`src/rtl/ps2_pkg.sv`:
```
// rtl/ps2_pkg.sv - shared types and constants for the PS/2 keyboard receiver
//
// Contents:
//   frame_state_e   frame FSM states (IDLE, DATA, PARITY, STOP)
//   PS2_EXT         extended-key prefix byte (E0)
//   PS2_BRK         key-release prefix byte (F0)
//   PS2_FRAME_BITS  bits per PS/2 frame (start + 8 data + parity + stop)
//   PS2_DATA_BITS   data bits per frame
//   parity_ok()     true when data plus parity bit has odd weight
package ps2_pkg;

  typedef enum logic [1:0] {
    IDLE,
    DATA,
    PARITY,
    STOP
  } frame_state_e;

  localparam logic [7:0] PS2_EXT        = 8'hE0;
  localparam logic [7:0] PS2_BRK        = 8'hF0;
  localparam int         PS2_FRAME_BITS = 11;
  localparam int         PS2_DATA_BITS  = PS2_FRAME_BITS - 3;

  function automatic logic parity_ok(input logic [7:0] data, input logic par);
    return ^{data, par};
  endfunction

endpackage

```
`src/rtl/ps2_frame_rx.sv`:
```
// rtl/ps2_frame_rx.sv - PS/2 frame receiver: clock edge detect, framing, checks, timeout
//
// Ports:
//   clk         system clock, rising edge
//   rst         synchronous reset, active-high
//   kbclk       debounced PS/2 clock level
//   kbdata      PS/2 data line, synchronised to clk
//   rx_byte     received data byte (valid while byte_ok is high)
//   byte_ok     one-cycle strobe in the stop-bit fall cycle of a good frame
//   err_parity  one-cycle pulse after a frame with bad parity
//   err_frame   one-cycle pulse after a bad start/stop bit or a mid-frame timeout
module ps2_frame_rx
  import ps2_pkg::*;
#(
  parameter int TIMEOUT_CYCLES = 50000
) (
  input  logic       clk,
  input  logic       rst,
  input  logic       kbclk,
  input  logic       kbdata,
  output logic [7:0] rx_byte,
  output logic       byte_ok,
  output logic       err_parity,
  output logic       err_frame
);

  localparam int          TW    = $clog2(TIMEOUT_CYCLES);
  localparam logic [TW-1:0] T_LAST = TW'(TIMEOUT_CYCLES - 1);
  localparam logic [3:0]  LAST_BIT = 4'(PS2_DATA_BITS - 1);

  frame_state_e  state, state_nxt;
  logic          kbclk_q;
  logic          fall;
  logic [7:0]    shreg;
  logic [3:0]    bitcnt;
  logic          par_bit;
  logic [TW-1:0] tcnt;
  logic          timeout;
  logic          perr_nxt, ferr_nxt;

  assign fall    = kbclk_q & ~kbclk;
  // A fall in the same cycle as the counter expiring wins over the timeout.
  assign timeout = (state != IDLE) && !fall && (tcnt == T_LAST);
  assign rx_byte = shreg;

  always_ff @(posedge clk) begin
    if (rst) begin
      state      <= IDLE;
      kbclk_q    <= 1'b1;
      shreg      <= '0;
      bitcnt     <= '0;
      par_bit    <= 1'b0;
      tcnt       <= '0;
      err_parity <= 1'b0;
      err_frame  <= 1'b0;
    end else begin
      state      <= state_nxt;
      kbclk_q    <= kbclk;
      err_parity <= perr_nxt;
      err_frame  <= ferr_nxt;

      if (state == IDLE || fall) tcnt <= '0;
      else                       tcnt <= tcnt + 1'b1;

      if (fall) begin
        case (state)
          IDLE:   bitcnt <= '0;
          DATA: begin
            shreg  <= {kbdata, shreg[7:1]};
            bitcnt <= bitcnt + 1'b1;
          end
          PARITY: par_bit <= kbdata;
          default: ;
        endcase
      end
    end
  end

  always_comb begin
    state_nxt = state;
    byte_ok   = 1'b0;
    perr_nxt  = 1'b0;
    ferr_nxt  = 1'b0;

    case (state)
      IDLE: begin
        if (fall) begin
          if (!kbdata) state_nxt = DATA;
          else         ferr_nxt  = 1'b1;
        end
      end
      DATA: begin
        if (fall && bitcnt == LAST_BIT) state_nxt = PARITY;
      end
      PARITY: begin
        if (fall) state_nxt = STOP;
      end
      STOP: begin
        if (fall) begin
          state_nxt = IDLE;
          if (!kbdata)                        ferr_nxt = 1'b1;
          else if (!parity_ok(shreg, par_bit)) perr_nxt = 1'b1;
          else                                byte_ok  = 1'b1;
        end
      end
      default: state_nxt = IDLE;
    endcase

    if (timeout) begin
      state_nxt = IDLE;
      ferr_nxt  = 1'b1;
    end
  end

endmodule

```
`src/rtl/ps2_ctrl.sv`:
```
// rtl/ps2_ctrl.sv - PS/2 keyboard controller: prefix decode and one-entry event buffer
//
// Ports:
//   clk         system clock, rising edge
//   rst         synchronous reset, active-high
//   kbclk       debounced PS/2 clock level
//   kbdata      PS/2 data line, synchronised to clk
//   code_ready  consumer accepts the buffered event when high with code_valid
//   code_valid  event present in the buffer
//   code        scan code byte with E0/F0 prefixes stripped
//   code_break  event is a key release (F0 seen)
//   code_ext    event is an extended key (E0 seen)
//   err_parity  one-cycle pulse: parity failure, frame dropped
//   err_frame   one-cycle pulse: bad start/stop bit or timeout
//   overflow    one-cycle pulse: event dropped because the buffer was full
module ps2_ctrl
  import ps2_pkg::*;
#(
  parameter int TIMEOUT_CYCLES = 50000
) (
  input  logic       clk,
  input  logic       rst,
  input  logic       kbclk,
  input  logic       kbdata,
  input  logic       code_ready,
  output logic       code_valid,
  output logic [7:0] code,
  output logic       code_break,
  output logic       code_ext,
  output logic       err_parity,
  output logic       err_frame,
  output logic       overflow
);

  logic [7:0] rx_byte;
  logic       byte_ok;
  logic       ext_pend, brk_pend;
  logic       is_ext, is_brk, emit;

  ps2_frame_rx #(
    .TIMEOUT_CYCLES(TIMEOUT_CYCLES)
  ) u_frame_rx (
    .clk       (clk),
    .rst       (rst),
    .kbclk     (kbclk),
    .kbdata    (kbdata),
    .rx_byte   (rx_byte),
    .byte_ok   (byte_ok),
    .err_parity(err_parity),
    .err_frame (err_frame)
  );

  assign is_ext = byte_ok && (rx_byte == PS2_EXT);
  assign is_brk = byte_ok && (rx_byte == PS2_BRK);
  assign emit   = byte_ok && !is_ext && !is_brk;

  always_ff @(posedge clk) begin
    if (rst) begin
      ext_pend   <= 1'b0;
      brk_pend   <= 1'b0;
      code_valid <= 1'b0;
      code       <= '0;
      code_break <= 1'b0;
      code_ext   <= 1'b0;
      overflow   <= 1'b0;
    end else begin
      overflow <= 1'b0;

      // Prefix flags survive error frames; only a completed key event clears them.
      if (is_ext) ext_pend <= 1'b1;
      if (is_brk) brk_pend <= 1'b1;

      if (emit) begin
        ext_pend <= 1'b0;
        brk_pend <= 1'b0;
        // Loading is allowed when the slot is empty or being drained this cycle.
        if (!code_valid || code_ready) begin
          code_valid <= 1'b1;
          code       <= rx_byte;
          code_break <= brk_pend;
          code_ext   <= ext_pend;
        end else begin
          overflow <= 1'b1;
        end
      end else if (code_valid && code_ready) begin
        code_valid <= 1'b0;
      end
    end
  end

endmodule

```
`config.mk`:
```
export PLATFORM = sky130hd
export DESIGN_NAME = ps2_ctrl
export DESIGN_NICKNAME = d
export VERILOG_FILES = /design/src/rtl/ps2_pkg.sv /design/src/rtl/ps2_frame_rx.sv /design/src/rtl/ps2_ctrl.sv
export SDC_FILE = /design/constraint.sdc
export NUM_CORES = 1
export LEC_CHECK = 0
export ABC_AREA = 1
export CAP_MARGIN = 40
export CORE_AREA = 2 2 78 72
export DETAILED_ROUTE_END_ITERATION = 10
export DIE_AREA = 0 0 80 74
export PLACE_DENSITY = 0.74
export SLEW_MARGIN = 30
export SYNTH_ARGS = -nofsm -noshare
export SYNTH_HDL_FRONTEND = slang
export SYNTH_SLANG_ARGS = --single-unit
```
`constraint.sdc`:
```
create_clock -name clk -period 2.1 [get_ports clk]
set_clock_uncertainty 0.05 [all_clocks]
set_input_delay 0.42 -clock clk [delete_from_list [all_inputs] [get_ports clk]]
set_output_delay 0.42 -clock clk [all_outputs]
set_load 0.01 [all_outputs]
```
# Yosys cells after proc, flatten, opt, wreduce, memory -nomap -nowiden

Cells that the tools add are included.

Register bits after elaboration: 48
Bits in latches: 0
Bits in writable memories: 0
ROM bits: 0
Bits of input ports: 5
Word-level logic and storage cells: 88
Memories: 0

$add $sub $neg: 2
$mul: 0
Div/mod/pow operators: 0
$lt $le $gt $ge: 0
Equal/unequal tests: 13
Shift operators: 0
Multiplexer cells: 22
Bitwise logic cells: 6
Reductions and logical operators: 30

Operator list:

| cell                                                   | number |
|---|---|
| adder 16 x 1 -> 16 bit (second input constant)         | 1 |
| equality test 16 bit (second input constant)           | 1 |
| equality test 8 bit (second input constant)            | 2 |
| 2-to-1 mux 1 bit                                       | 14 |
| 2-to-1 mux 2 bit                                       | 5 |
| inequality test 2 x 1 -> 1 bit (second input constant) | 5 |
| AND reduction 2 bit                                    | 5 |
| parity 9 bit                                           | 1 |
| logical AND 1 bit                                      | 8 |
| case mux 2 bit (4 select lines)                        | 1 |
| case mux 4 bit (2 select lines)                        | 1 |
| OR reduction 2 bit                                     | 4 |
| nonzero test 2 bit                                     | 3 |
| NOT 1 bit                                              | 5 |
| AND reduction 5 bit                                    | 1 |
| adder 4 x 1 -> 4 bit (second input constant)           | 1 |
| equality test 2 bit (second input constant)            | 2 |
| equality test 4 x 3 -> 1 bit (second input constant)   | 1 |
| logical NOT 1 bit                                      | 4 |
| OR reduction 4 bit                                     | 1 |
| equality test 2 x 1 -> 1 bit (second input constant)   | 1 |
| logical NOT 2 bit                                      | 1 |
| logical OR 1 bit                                       | 2 |
| inequality test 2 bit (second input constant)          | 1 |
| other kinds (2)                                        | 2 |

# Depth between registers and ports, before layout

Gate-level depths: netlist (run 1).

Word-level depth: 11
Gate-level depth with buffers: 13

# Hierarchy

From an unflattened synthesis (run 1), not the netlist that was laid out.

Cell total of the unflattened synthesis: 343
Area, all modules: 2378.5 µm²

Modules (own cells, without submodules):

| module       | times used | cells an instance | area each (µm²) | sequential area each (µm²) |
|---|---|---|---|---|
| ps2_frame_rx | 1          | 246               | 1699.1          | 680.7 |
| ps2_ctrl     | 1          | 97                | 679.4           | 280.3 |

# Worst setup path before layout (run 1)

No wires, ideal clock.

Path type: flip-flop to flip-flop
Start: register u_frame_rx.state[0]
End: register u_frame_rx.tcnt[13]
Library setup time: 0.078 ns
Arrival time: 1.401 ns
Data required time: 1.972 ns
Setup slack: 0.571 ns
Cell stages (with the launch flop): 9
Buffers on the path: 1
Clock period less this slack: 1.529 ns
Cells stage by stage: dfxtp_1 > inv_1 > ha_1 > nor2_1 > inv_1 > nor2_1 > inv_1 > clkbuf_1 > nor3_1

Word-level cells in the longest chain between the ends: 3

RTL lines:

| element                             | line               | text |
|---|---|---|
| start, declared                     | ps2_frame_rx.sv:31 | `frame_state_e state, state_nxt;` |
| start signal, assigned              | ps2_frame_rx.sv:57 | `state <= state_nxt;` |
| logical NOT 2 bit                   | ps2_frame_rx.sv:62 | `if (state == IDLE \|\| fall) tcnt <= '0;` |
| logical OR 1 bit                    | ps2_frame_rx.sv:62 |  |
| OR reduction 2 bit (no source line) | --                 |  |
| end signal, assigned                | ps2_frame_rx.sv:63 | `else tcnt <= tcnt + 1'b1;` |
| end, declared                       | ps2_frame_rx.sv:37 | `logic [TW-1:0] tcnt;` |

No other way between the ends.
A chain may end at the register's enable or synchronous reset.

# Worst setup path after layout (run 1)

Start: register u_frame_rx.state[0]
End: register u_frame_rx.state[0]

Word-level cells in the longest chain between the ends: 4
Elaborated cells on any way between the ends: 15

RTL lines:

| element |
|---|
| branches (longest 4 deep; another with AND reduction 5 bit) |

Parallel ways; which one is timed is not known.

==> impl_summary.log, run 1 <==
[metrics] Fill cells: 519
[metrics] # resized after CTS: 0
[metrics] total DRC errors in the routed layout: 0
[metrics] Post-layout nets: 353
[metrics] least setup slack across all paths after layout: around 330 ps
[metrics] via count of the first global-routing pass: 1,892
[metrics] post-detailed-routing wire length: between 4000 and 5000 um
[metrics] buffers inserted by post-CTS timing repair: 0
[metrics] max-cap violations: 0
[metrics] post-CTS clock slew at the launch and capture registers of the worst setup and hold paths: 80 ps
[metrics] sink count of the clock tree: 48
[metrics] global-route usage over all layers: approximately 16%
[metrics] GRT Max-Usage Layer: met2
[metrics] number of hold-repair buffers added at the cts stage: 0
[metrics] setup slack on the worst flop-to-flop path: 330 ps
[metrics] Iteration-0 DRC Markers: approximately 110
[metrics] clock tree from TritonCTS: built
[metrics] Yosys reg bits: 48
[metrics] number of instances in the synthesized netlist: 312
[metrics] share of layout cells above drive strength 1: 10.79%
[metrics] # rows: 25
[metrics] number of CTS-inserted buffers: 5
[metrics] worst setup slack before clock tree synthesis: about 70 ps
[metrics] DIE WIDTH: 80 um
[metrics] most area-consuming cells after synthesis: dfxtp_1, nand2_1, inv_1, a21oi_1, nor2_1
[metrics] final antenna-violating net count: 0
[metrics] most frequent standard cell in the layout excluding fill and tap cells: nand2_1
[metrics] count of port buffers added during placement: 18
[metrics] Crit Path Class: reg -> reg
[metrics] number of pins with negative max-slew slack in the final report: 0
[metrics] die extent in y: about 74 um
[metrics] boundary pin count: 19
[metrics] wire length of the first global-routing pass: 7590 um
[metrics] transition time at the pin with the least slew margin: about 420 ps
[metrics] TNS Setup: 0 ps
[metrics] pin count of the biggest net entering global routing: 18
[metrics] worst hold path type: reg -> reg
[metrics] highest net fanout along the worst path: 5
[metrics] met3 layer usage reported by global route: between 4 and 5%
[metrics] antenna violations before repair: 0
[metrics] global-route track usage on met1: about a fifth
[metrics] number of vias per cell after detailed routing: around 4.8
[metrics] clock latency on the worst-skew pair: about 300 ps
[metrics] die area: between 5000 and 6000 sq um
[metrics] type of element capturing the critical path: register
[metrics] floorplan core area: slightly above 5000 sq um
[metrics] portion of the post-synthesis area used by sequential elements: between 40% and 50%
[metrics] maximum frequency from static timing analysis: around 570 MHz
[metrics] final critical-path required period: approximately 1800 ps
[metrics] drt wl/cell: 10.35 um
[metrics] GR Util met2: around 29%
[metrics] unrepaired setup endpoints after global routing: no
[metrics] endpoint required time on the critical path: about 2300 ps
[metrics] share of the cycle needed by the critical path after routing: a little over four fifths
[metrics] Leak: roughly 0.0010 uW
[metrics] H-tree depth: 2
[metrics] netlist area before placement: around 2200 sq um
[metrics] Warnings, synthesis: 0
[metrics] post-synth top area cell: dfxtp_1
[metrics] total iterations of the first detailed-routing run: 4
[metrics] Critical Path Source Type: register
[metrics] count of cell types in the netlist: 28
[metrics] status: finished clean
[metrics] Final Hold Vio Count: 0
[metrics] count of antenna diodes in the layout: 0
[metrics] area fraction of the dominant cell type after synthesis: a little over two fifths
[metrics] Max-Slew Margin vs Limit: 71.44%
[metrics] GPL Wtd Cong: between 0.7 and 0.8
[metrics] average size of a mapped cell: 7.142 sq um
[metrics] Via Count: ~2,000
[metrics] # setup viols final: 0
[metrics] layout-stage area growth over the synthesis result: 19.20%
[metrics] maximum vdd drop: roughly 0.00053 V
[metrics] CTS Root Buffer Type: clkbuf_8
[metrics] HPWL Detailed: about 3200 um
[metrics] Initial Utilization: 43.44%
[metrics] Post-DP Area: 2549 sq um
[metrics] CP Data Arrival Time: between 1500 and 2000 ps
[metrics] buffers from clock root to sink, at most: 2
[metrics] Finished Cell Area: 2656 sq um
[metrics] commonest non-fill, non-tap cells in the layout: nand2_1, dfxtp_1, inv_1
[metrics] overflow left after global routing: 0
[metrics] Post-Syn Nets: 323
[metrics] total power per unit cell area: 744.0 nW/um^2
metal layers:
layer	share of wire [%]	wire length [um]
met1	49	2066
met2	46	1971
met3	2.7	114
met4	2.1	90
met5	0	0
metrics by stage:
step                total power, uW  hold WS (ps)  instances  utilization [%]
finish                         1976         398.5        410            51.78
global route                   2070         425.6        410            51.78
CTS                            1993         399.4        410            51.78
detailed placement             1337         391.5        402            49.68
global placement               1326         378.9        402            49.68
floorplan                      1245         367.5        312                -
synthesized netlist by cell type:
| cell | number |
|---|---|
| nor3_2 | 1 |
| dfxtp_1 | 48 |
| nand2_1 | 62 |
| nand2_2 | 2 |
| o21ai_0 | 19 |
| xnor2_2 | 1 |
| nand4_1 | 4 |
| o21ai_1 | 3 |
| a21oi_1 | 32 |
| clkbuf_1 | 5 |
| nand3_2 | 4 |
| nor3_1 | 6 |
| nand3_1 | 17 |
| nor2_1 | 40 |
| o21a_1 | 1 |
| xor2_1 | 1 |
| nor3_4 | 1 |
| nor2_2 | 4 |
| o211ai_1 | 1 |
| or2_2 | 1 |
| ha_1 | 6 |
| nor4_1 | 2 |
| inv_2 | 4 |
| inv_1 | 43 |
| nand3_4 | 1 |
| nor3b_1 | 1 |
| buf_4 | 1 |
| a41oi_1 | 1 |
path summary, 6_finish.rpt:
path / start / cells past startpoint / end
worst max-delay path: u_frame_rx.state[0] / 7 / u_frame_rx.state[0]
worst min-delay path: u_frame_rx.tcnt[0] / 1 / u_frame_rx.tcnt[0]
worst max register to register: u_frame_rx.state[0] / 7 / u_frame_rx.state[0]
worst min register to register: u_frame_rx.tcnt[0] / 1 / u_frame_rx.tcnt[0]
state kept, by name (all words and copies together) (netlist names):
| signal | cells |
|---|---|
| u_frame_rx.err_parity | 1 |
| u_frame_rx.rx_byte | 8 |
| u_frame_rx.tcnt | 16 |
| code_break | 1 |
| code_valid | 1 |
| u_frame_rx.err_frame | 1 |
| brk_pend | 1 |
| overflow | 1 |
| u_frame_rx.par_bit | 1 |
| code_ext | 1 |
| u_frame_rx.kbclk_q | 1 |
| u_frame_rx.bitcnt | 4 |
| code | 8 |
| u_frame_rx.state | 2 |
| ext_pend | 1 |
cell families (layout without fill, tap and decap cells):
group	after synthesis	after routing	synth area share, %
adders and majority gates	6	6	3.369
buffers and inverters	53	84	9.096
DFF	48	48	43.12
xor gates and xnor gates	2	2	1.123
AOI/OAI and AO/OA	57	57	13.19
and+or+nand+nor	146	146	30.10
power by group:
part	internal, uW	leakage, uW	switching [uW]
logic	133	0.000564	202
registers	945	0.000388	37.6
clock network	354	0.0000552	305
total	1430	0.00101	545
layout make-up:
cell class,count,area [sq um],area share (%)
clock inverters,2,35.03,1.319
repair buffers,29,262.8,9.892
multi-input cells,211,1065,40.08
inverters,47,176.4,6.642
clock buffers,6,72.57,2.732
well taps,67,83.83,3.156
flip-flops and latches,48,960.9,36.18
worst max-delay path, cell delays in order, from the launching register on:
cell and delay [ps]:
dfxtp_1 380, inv_1 90, ha_1 250, nor3_1 190, nor2_1 60, nor3b_1 320, o21ai_0 170, a21oi_1 180
No activity file was read; power rests on OpenSTA's default activity.
==> run 2, diff against run 1 <==
- clock period: 2.1 -> 1.71 ns (I/O delays scaled with it)
==> impl_summary.log, run 2 (synthesis gave the netlist of run 1 again) <==
[metrics] depth of the worst register-to-register path: 11 (+4)
[metrics] switching share of total power: 27.58% (about the same)
[metrics] Max-Slew Margin vs Limit: 68.95% (-2.5 points)
[metrics] worst setup slack before clock tree synthesis: -186.4 ps (-258.1 ps)
[metrics] share of the core filled with cells: 54.61% (+2.8 points)
[metrics] number of pins with negative max-slew slack in the final report: 0 (unchanged)
[metrics] type of element capturing the critical path: output port
[metrics] Final Hold Vio Count: 0 (unchanged)
[metrics] most frequent standard cell in the layout excluding fill and tap cells: nand2_1
[metrics] # setup viols final: 0 (unchanged)
[metrics] least setup slack across all paths after layout: 130.3 ps (-201.9 ps)
[metrics] status: finished clean
[metrics] beginning of the critical path: code_valid
[metrics] endpoint required time on the critical path: 1320 ps (-960 ps)
[metrics] post-route insts no fill: 417 (+1.7%)
[metrics] largest stage delay on the critical path: 530 ps (+150 ps)
[metrics] Post-layout nets: 360 (+2.0%)
[metrics] switching power: 674.9 uW (+24%)
[metrics] # rows: 25 (unchanged)
[metrics] combinational cell fraction of total power: 17.3% (+0.4 points)
[metrics] chain of cells forming the critical path: clkdlybuf4s50_1
[metrics] Iteration-0 DRC Markers: 129 (+22%)
[metrics] proportion of power drawn by flip-flops and latches: 49.7% (about the same)
[metrics] Leak: 0.001082 uW (+7.5%)
[metrics] wire length of the first global-routing pass: 7631 um (+0.54%)
[metrics] final antenna-violating net count: 0 (unchanged)
[metrics] endpoint of the worst register-to-register path: code[6]
[metrics] maximum frequency from static timing analysis: around 630 MHz
[metrics] CTS Root Buffer Type: clkbuf_8
[metrics] Initial Utilization: 43.44% (unchanged)
[metrics] share of the cycle needed by the critical path after routing: between 90 and 100%
[metrics] floorplan core area: 5130 sq um (unchanged)
[metrics] count of cell instances traversed by the critical path: 1 (-6)
[metrics] commonest non-fill, non-tap cells in the layout: nand2_1, inv_1, nor2_1, dfxtp_1, a21oi_1
[metrics] CP Data Arrival Time: 1190 ps (-760 ps)
[metrics] post-CTS clock slew at the launch and capture registers of the worst setup and hold paths: 90 ps (about the same)
[metrics] global-route usage over all layers: 16.15% (-0.052 points)
[metrics] via count of the first global-routing pass: 1,914 (+1.2%)
[metrics] register containing the most flip-flops in the final layout: u_frame_rx.tcnt
[metrics] clock tree from TritonCTS: built
[metrics] clock latency on the worst-skew pair: 310 ps (about the same)
[metrics] max-cap violations: 0 (unchanged)
[metrics] die extent in y: 74 um (unchanged)
[metrics] buffers from clock root to sink, at most: 2 (unchanged)
[metrics] layout-stage area growth over the synthesis result: 25.72%
[metrics] post-detailed-routing wire length: 4358 um (+2.7%)
[metrics] overflow left after global routing: 0 (unchanged)
[metrics] total DRC errors in the routed layout: 0 (unchanged)
[metrics] flip-flop count of the largest register, all copies and words added: 16 (unchanged)
[metrics] internal power: 1772 uW (+24%)
[metrics] DIE WIDTH: 80 um (unchanged)
[metrics] HPWL Detailed: 3198 um (-1.2%)
[metrics] pin count of the biggest net entering global routing: 26 (+8)
[metrics] highest net fanout along the worst path: 2 (-3)
[metrics] worst hold path type: reg -> reg
[metrics] final critical-path required period: roughly 1600 ps
[metrics] die area: 5920 sq um (unchanged)
[metrics] drt wl/cell: 10.45 um (+0.99%)
[metrics] H-tree depth: 2 (unchanged)
[metrics] maximum vdd drop: 0.0006897 V (+30%)
[metrics] number of CTS-inserted buffers: 5 (unchanged)
[metrics] count of antenna diodes in the layout: 0 (unchanged)
[metrics] transition time at the pin with the least slew margin: 460.9 ps (+37.01 ps)
[metrics] total iterations of the first detailed-routing run: 4 (unchanged)
[metrics] antenna violations before repair: 0 (unchanged)
[metrics] FF-to-FF Start: u_frame_rx.rx_byte[6]
[metrics] Crit Path Class: reg -> out
[metrics] number of vias per cell after detailed routing: 4.832 (+1.4%)
[metrics] PnR Total Power: 2447 uW (+24%)
[metrics] GPL Wtd Cong: 0.8402 (+5.6%)
[metrics] cell with the largest stage delay on the worst path: clkdlybuf4s50_1
[metrics] setup slack on the worst flop-to-flop path: 160 ps (-170 ps)
[metrics] total buffers and inverters traversed by the critical path: 1 (unchanged)
[metrics] TNS Setup: 0 ps (unchanged)
[metrics] Critical Path Source Type: register
[metrics] boundary pin count: 19 (unchanged)
[metrics] clock share of power: 33.0% (-0.3 points)
[metrics] share of layout cells above drive strength 1: 18.29% (+7.5 points)
[metrics] Via Count: 2,015 (+3.2%)
[metrics] sink count of the clock tree: 48 (unchanged)
[metrics] unrepaired setup endpoints after global routing: yes
[metrics] number of hold-repair buffers added at the cts stage: 0 (unchanged)
[metrics] worst setup path endpoint: code_valid
[metrics] Crit path max-delay family: buffers and inverters
[metrics] total power per unit cell area: 873.4 nW/um^2 (+17%)
[metrics] cell total after placement: 406 (+1.0%)
[metrics] count of port buffers added during placement: 18 (unchanged)
## run 2: changes by cell type in the layout (fill, tap and decap cells not counted), moves of 3 or more
cell and change:
dfxtp_1 -10, nor2_4 +3, buf_4 +4, dfxtp_2 +10
## run 2: how the worst min path moves through the flow
| stage | startpoint | depth (start not counted) | slack (ps) | to |
|---|---|---|---|---|
| 3_5_place_dp | u_frame_rx.tcnt[0] | 1 | 400 | u_frame_rx.tcnt[0] |
| 2_1_floorplan | rst | 1 | 360 | u_frame_rx.bitcnt[1] |
| 6_report | u_frame_rx.tcnt[0] | 1 | 380 | u_frame_rx.tcnt[0] |
| 3_3_place_gp | u_frame_rx.tcnt[0] | 1 | 380 | u_frame_rx.tcnt[0] |
| 4_1_cts | u_frame_rx.tcnt[0] | 1 | 410 | u_frame_rx.tcnt[0] |
| 5_1_grt | u_frame_rx.tcnt[0] | 1 | 400 | u_frame_rx.tcnt[0] |
## run 2: final cells by class
class                      instances  area (sq um)
clock buffer                       6         72.57
inverter                          47         176.4
sequential                        48         973.4
fill                             502          2328
tap                               67         83.83
clock inverter                     2         35.03
timing repair buffer              36         344.1
multi-input combinational        211          1116
## run 2: layer usage
| metal | track usage [%] | wire length [um] | vias up |
|---|---|---|---|
| li1 | - | - | 1073 |
| met1 | 17.95 | 1930 | 911 |
| met2 | 29.72 | 2221 | 26 |
| met3 | 3.641 | 161 | 5 |
| met4 | 7.156 | 45 | 0 |
| met5 | 0 | 0 | - |
## run 2: power groups by stage
stage / clock [uW] / combinational [uW] / sequential, uW
finish: 808 / 423 / 1220
global route: 868 / 485 / 1220
CTS: 827 / 412 / 1210
detailed placement: 0 / 410 / 1230
global placement: 0 / 399 / 1230
floorplan: 0 / 306 / 1220
## run 2: stage by stage
step	cell area, sq um	hold slack, ps
floorplan	2228	361.1
global placement	2604	380.9
detailed placement	2604	396.1
CTS	2714	406.5
global route	2801	396.1
finish	2801	377.8
## run 2: timing repair
| item | 4_1_cts | 5_1_grt |
|---|---|---|
| setup endpoints to repair | 1 | 22 |
| buffers inserted | 0 | 3 |
| resized for setup | 1 | 25 |
| pin swaps | 0 | 3 |
==> run 3, diff against run 2 <==
- CAP_MARGIN: 40 -> 15
- CORE_AREA: 2 2 78 72 -> 2 2 74 69
- DIE_AREA: 0 0 80 74 -> 0 0 76 71
- PLACE_DENSITY: 0.74 -> 0.8
==> impl_summary.log, run 3 (synthesis gave the netlist of run 1 again) <==
[metrics] depth of the worst register-to-register path: 10 (-1)
[metrics] DIE WIDTH: 76 um (-5.0%)
[metrics] pin count of the biggest net entering global routing: 26 (unchanged)
[metrics] cell with the largest stage delay on the worst path: dfxtp_2
[metrics] antenna violations before repair: 0 (unchanged)
[metrics] HPWL Detailed: 3291 um (+2.9%)
[metrics] total buffers and inverters traversed by the critical path: 1 (unchanged)
[metrics] Initial Utilization: 47.88% (+4.4 points)
[metrics] # setup viols final: 0 (unchanged)
[metrics] number of pins with negative max-slew slack in the final report: 0 (unchanged)
[metrics] worst hold path type: reg -> reg
[metrics] die extent in y: 71 um (-4.1%)
[metrics] number of hold-repair buffers added at the cts stage: 0 (unchanged)
[metrics] Post-DP Area: 2601 sq um (about the same)
[metrics] Critical Path Source Type: register
[metrics] most frequent standard cell in the layout excluding fill and tap cells: nand2_1
[metrics] H-tree depth: 2 (unchanged)
[metrics] proportion of power drawn by flip-flops and latches: 53.4% (+3.7 points)
[metrics] largest stage delay on the critical path: 380 ps (-150 ps)
[metrics] Via Count: 2,004 (-0.55%)
[metrics] overflow left after global routing: 0 (unchanged)
[metrics] Post-layout nets: 360 (unchanged)
[metrics] total DRC errors in the routed layout: 0 (unchanged)
[metrics] worst hold stages: 1 (unchanged)
[metrics] maximum vdd drop: 0.0005221 V (-24%)
[metrics] # rows: 24 (-4.0%)
[metrics] buffers from clock root to sink, at most: 2 (unchanged)
[metrics] via count of the first global-routing pass: 1,872 (-2.2%)
[metrics] Crit Path Class: reg -> reg
[metrics] Finished Cell Area: 2786 sq um (-0.54%)
[metrics] unrepaired setup endpoints after global routing: yes
[metrics] Hold Startpoint: u_frame_rx.tcnt[0]
[metrics] type of element capturing the critical path: register
[metrics] least setup slack across all paths after layout: 76.43 ps (-53.82 ps)
[metrics] Iteration-0 DRC Markers: 96 (-26%)
[metrics] Max-Slew Margin vs Limit: 69.67% (+0.72 points)
[metrics] worst setup slack before clock tree synthesis: -178.7 ps (+7.677 ps)
[metrics] share of the cycle needed by the critical path after routing: 95.53% (+3.1 points)
[metrics] global-route usage over all layers: 17.82% (+1.7 points)
[metrics] endpoint of the worst hold path: u_frame_rx.tcnt[0]
[metrics] post-detailed-routing wire length: 4442 um (+1.9%)
[metrics] CTS Root Buffer Type: clkbuf_8
[metrics] final antenna-violating net count: 0 (unchanged)
[metrics] number of CTS-inserted buffers: 5 (unchanged)
[metrics] chain of cells forming the critical path: ha_4, nand2_1, inv_2, nand4_1, nor2_1, nand2_2, nor2_4, nand3_2, o21ai_2, a21oi_1
[metrics] switching share of total power: 29.10% (+1.5 points)
[metrics] GPL Wtd Cong: 0.8457 (+0.65%)
[metrics] FF-to-FF Start: u_frame_rx.tcnt[0]
[metrics] total power per unit cell area: 818.4 nW/um^2 (-6.3%)
[metrics] setup slack on the worst flop-to-flop path: 80 ps (-80 ps)
[metrics] floorplan core area: 4654 sq um (-9.3%)
[metrics] PnR Total Power: 2280 uW (-6.8%)
[metrics] transition time at the pin with the least slew margin: 450.2 ps (-10.73 ps)
[metrics] commonest non-fill, non-tap cells in the layout: nand2_1, inv_1, dfxtp_1
[metrics] count of port buffers added during placement: 18 (unchanged)
[metrics] final critical-path required period: 1634 ps (+53.82 ps)
[metrics] clock tree from TritonCTS: built
[metrics] Crit path max-delay family: simple AND/OR/NAND/NOR gates
[metrics] register containing the most flip-flops in the final layout: u_frame_rx.tcnt
[metrics] post-CTS clock slew at the launch and capture registers of the worst setup and hold paths: 80 ps (about the same)
[metrics] share of the core filled with cells: 59.87% (+5.3 points)
[metrics] share of layout cells above drive strength 1: 18.34% (+0.052 points)
[metrics] Final Hold Vio Count: 0 (unchanged)
[metrics] die area: 5396 sq um (-8.9%)
[metrics] max-cap violations: 0 (unchanged)
[metrics] highest net fanout along the worst path: 4 (+2)
[metrics] status: finished clean
[metrics] drt wl/cell: 10.73 um (+2.7%)
[metrics] boundary pin count: 19 (unchanged)
[metrics] total iterations of the first detailed-routing run: 5 (+1)
[metrics] CP Data Arrival Time: 1780 ps (+590 ps)
[metrics] number of vias per cell after detailed routing: 4.841 (+0.17%)
[metrics] count of antenna diodes in the layout: 0 (unchanged)
[metrics] clock share of power: 27.9% (-5.1 points)
[metrics] Leak: 0.001061 uW (-2.0%)
[metrics] wire length of the first global-routing pass: 7872 um (+3.2%)
[metrics] maximum frequency from static timing analysis: 612.2 MHz (-3.3%)
[metrics] internal power: 1617 uW (-8.8%)
[metrics] sink count of the clock tree: 48 (unchanged)
[metrics] flip-flop count of the largest register, all copies and words added: 16 (unchanged)
[metrics] endpoint required time on the critical path: 1860 ps (+540 ps)
[metrics] switching power: 663.6 uW (-1.7%)
[metrics] combinational cell fraction of total power: 18.7% (+1.4 points)
[metrics] layout-stage area growth over the synthesis result: 25.04%
[metrics] clock latency on the worst-skew pair: 300 ps (about the same)
[metrics] endpoint of the worst register-to-register path: u_frame_rx.tcnt[12]
-- run 3: what timing repair did --
action,CTS,global route
gates resized for setup,2,26
endpoints found under the hold margin,0,0
setup endpoints to repair,2,23
setup buffers,0,3
pin swaps,0,8
-- run 3: final cells by class --
| class | count | area, sq um |
|---|---|---|
| fill | 424 | 1868 |
| multi-input combinational | 211 | 1136 |
| sequential | 48 | 970.9 |
| timing repair buffer | 36 | 344.1 |
| inverter | 47 | 176.4 |
| tap | 65 | 81.33 |
| clock buffer | 6 | 72.57 |
| clock inverter | 1 | 5.005 |
-- run 3: routing by layer --
layer | vias to the layer above | global-route usage [%] | wire length, um
li1 | 1067 | - | -
met1 | 904 | 20.88 | 1898
met2 | 26 | 31.55 | 2307
met3 | 7 | 4.592 | 144
met4 | 0 | 7.071 | 93
met5 | - | 0 | 0
-- run 3: power by group through the flow --
stage                     Clock, uW  Sequential [uW]  Combinational (uW)
after global placement            0             1230                 397
after global routing            700             1220                 488
after CTS                       657             1210                 419
final                           636             1220                 427
after detailed placement          0             1230                 412
after floorplan                   0             1220                 306
-- run 3: worst max path at each step --
stage / from / end / cells after the start
after detailed placement: kbclk / u_frame_rx.state[0] / 9
after floorplan: u_frame_rx.state[0] / u_frame_rx.tcnt[13] / 8
final: u_frame_rx.tcnt[0] / u_frame_rx.tcnt[12] / 10
after global placement: kbclk / code[2] / 11
after CTS: u_frame_rx.tcnt[0] / u_frame_rx.tcnt[13] / 9
after global routing: u_frame_rx.tcnt[0] / u_frame_rx.tcnt[12] / 10
-- run 3: worst register-to-register path: stages, from the launching register on --
cell and delay [ps]:
dfxtp_2 380, ha_4 140, nand2_1 60, inv_2 70, nand4_1 120, nor2_1 160, nand2_2 100, nor2_4 160
nand3_2 100, o21ai_2 150, a21oi_1 50
-- run 3: per-stage QoR --
stage	hold slack [ps]	setup TNS [ps]	cells
global route	435.0	-231.7	414
floorplan	361.1	0	312
detailed placement	388.4	-2824	404
CTS	400.4	0	411
global placement	382.2	-2058	404
finish	407.9	0	414
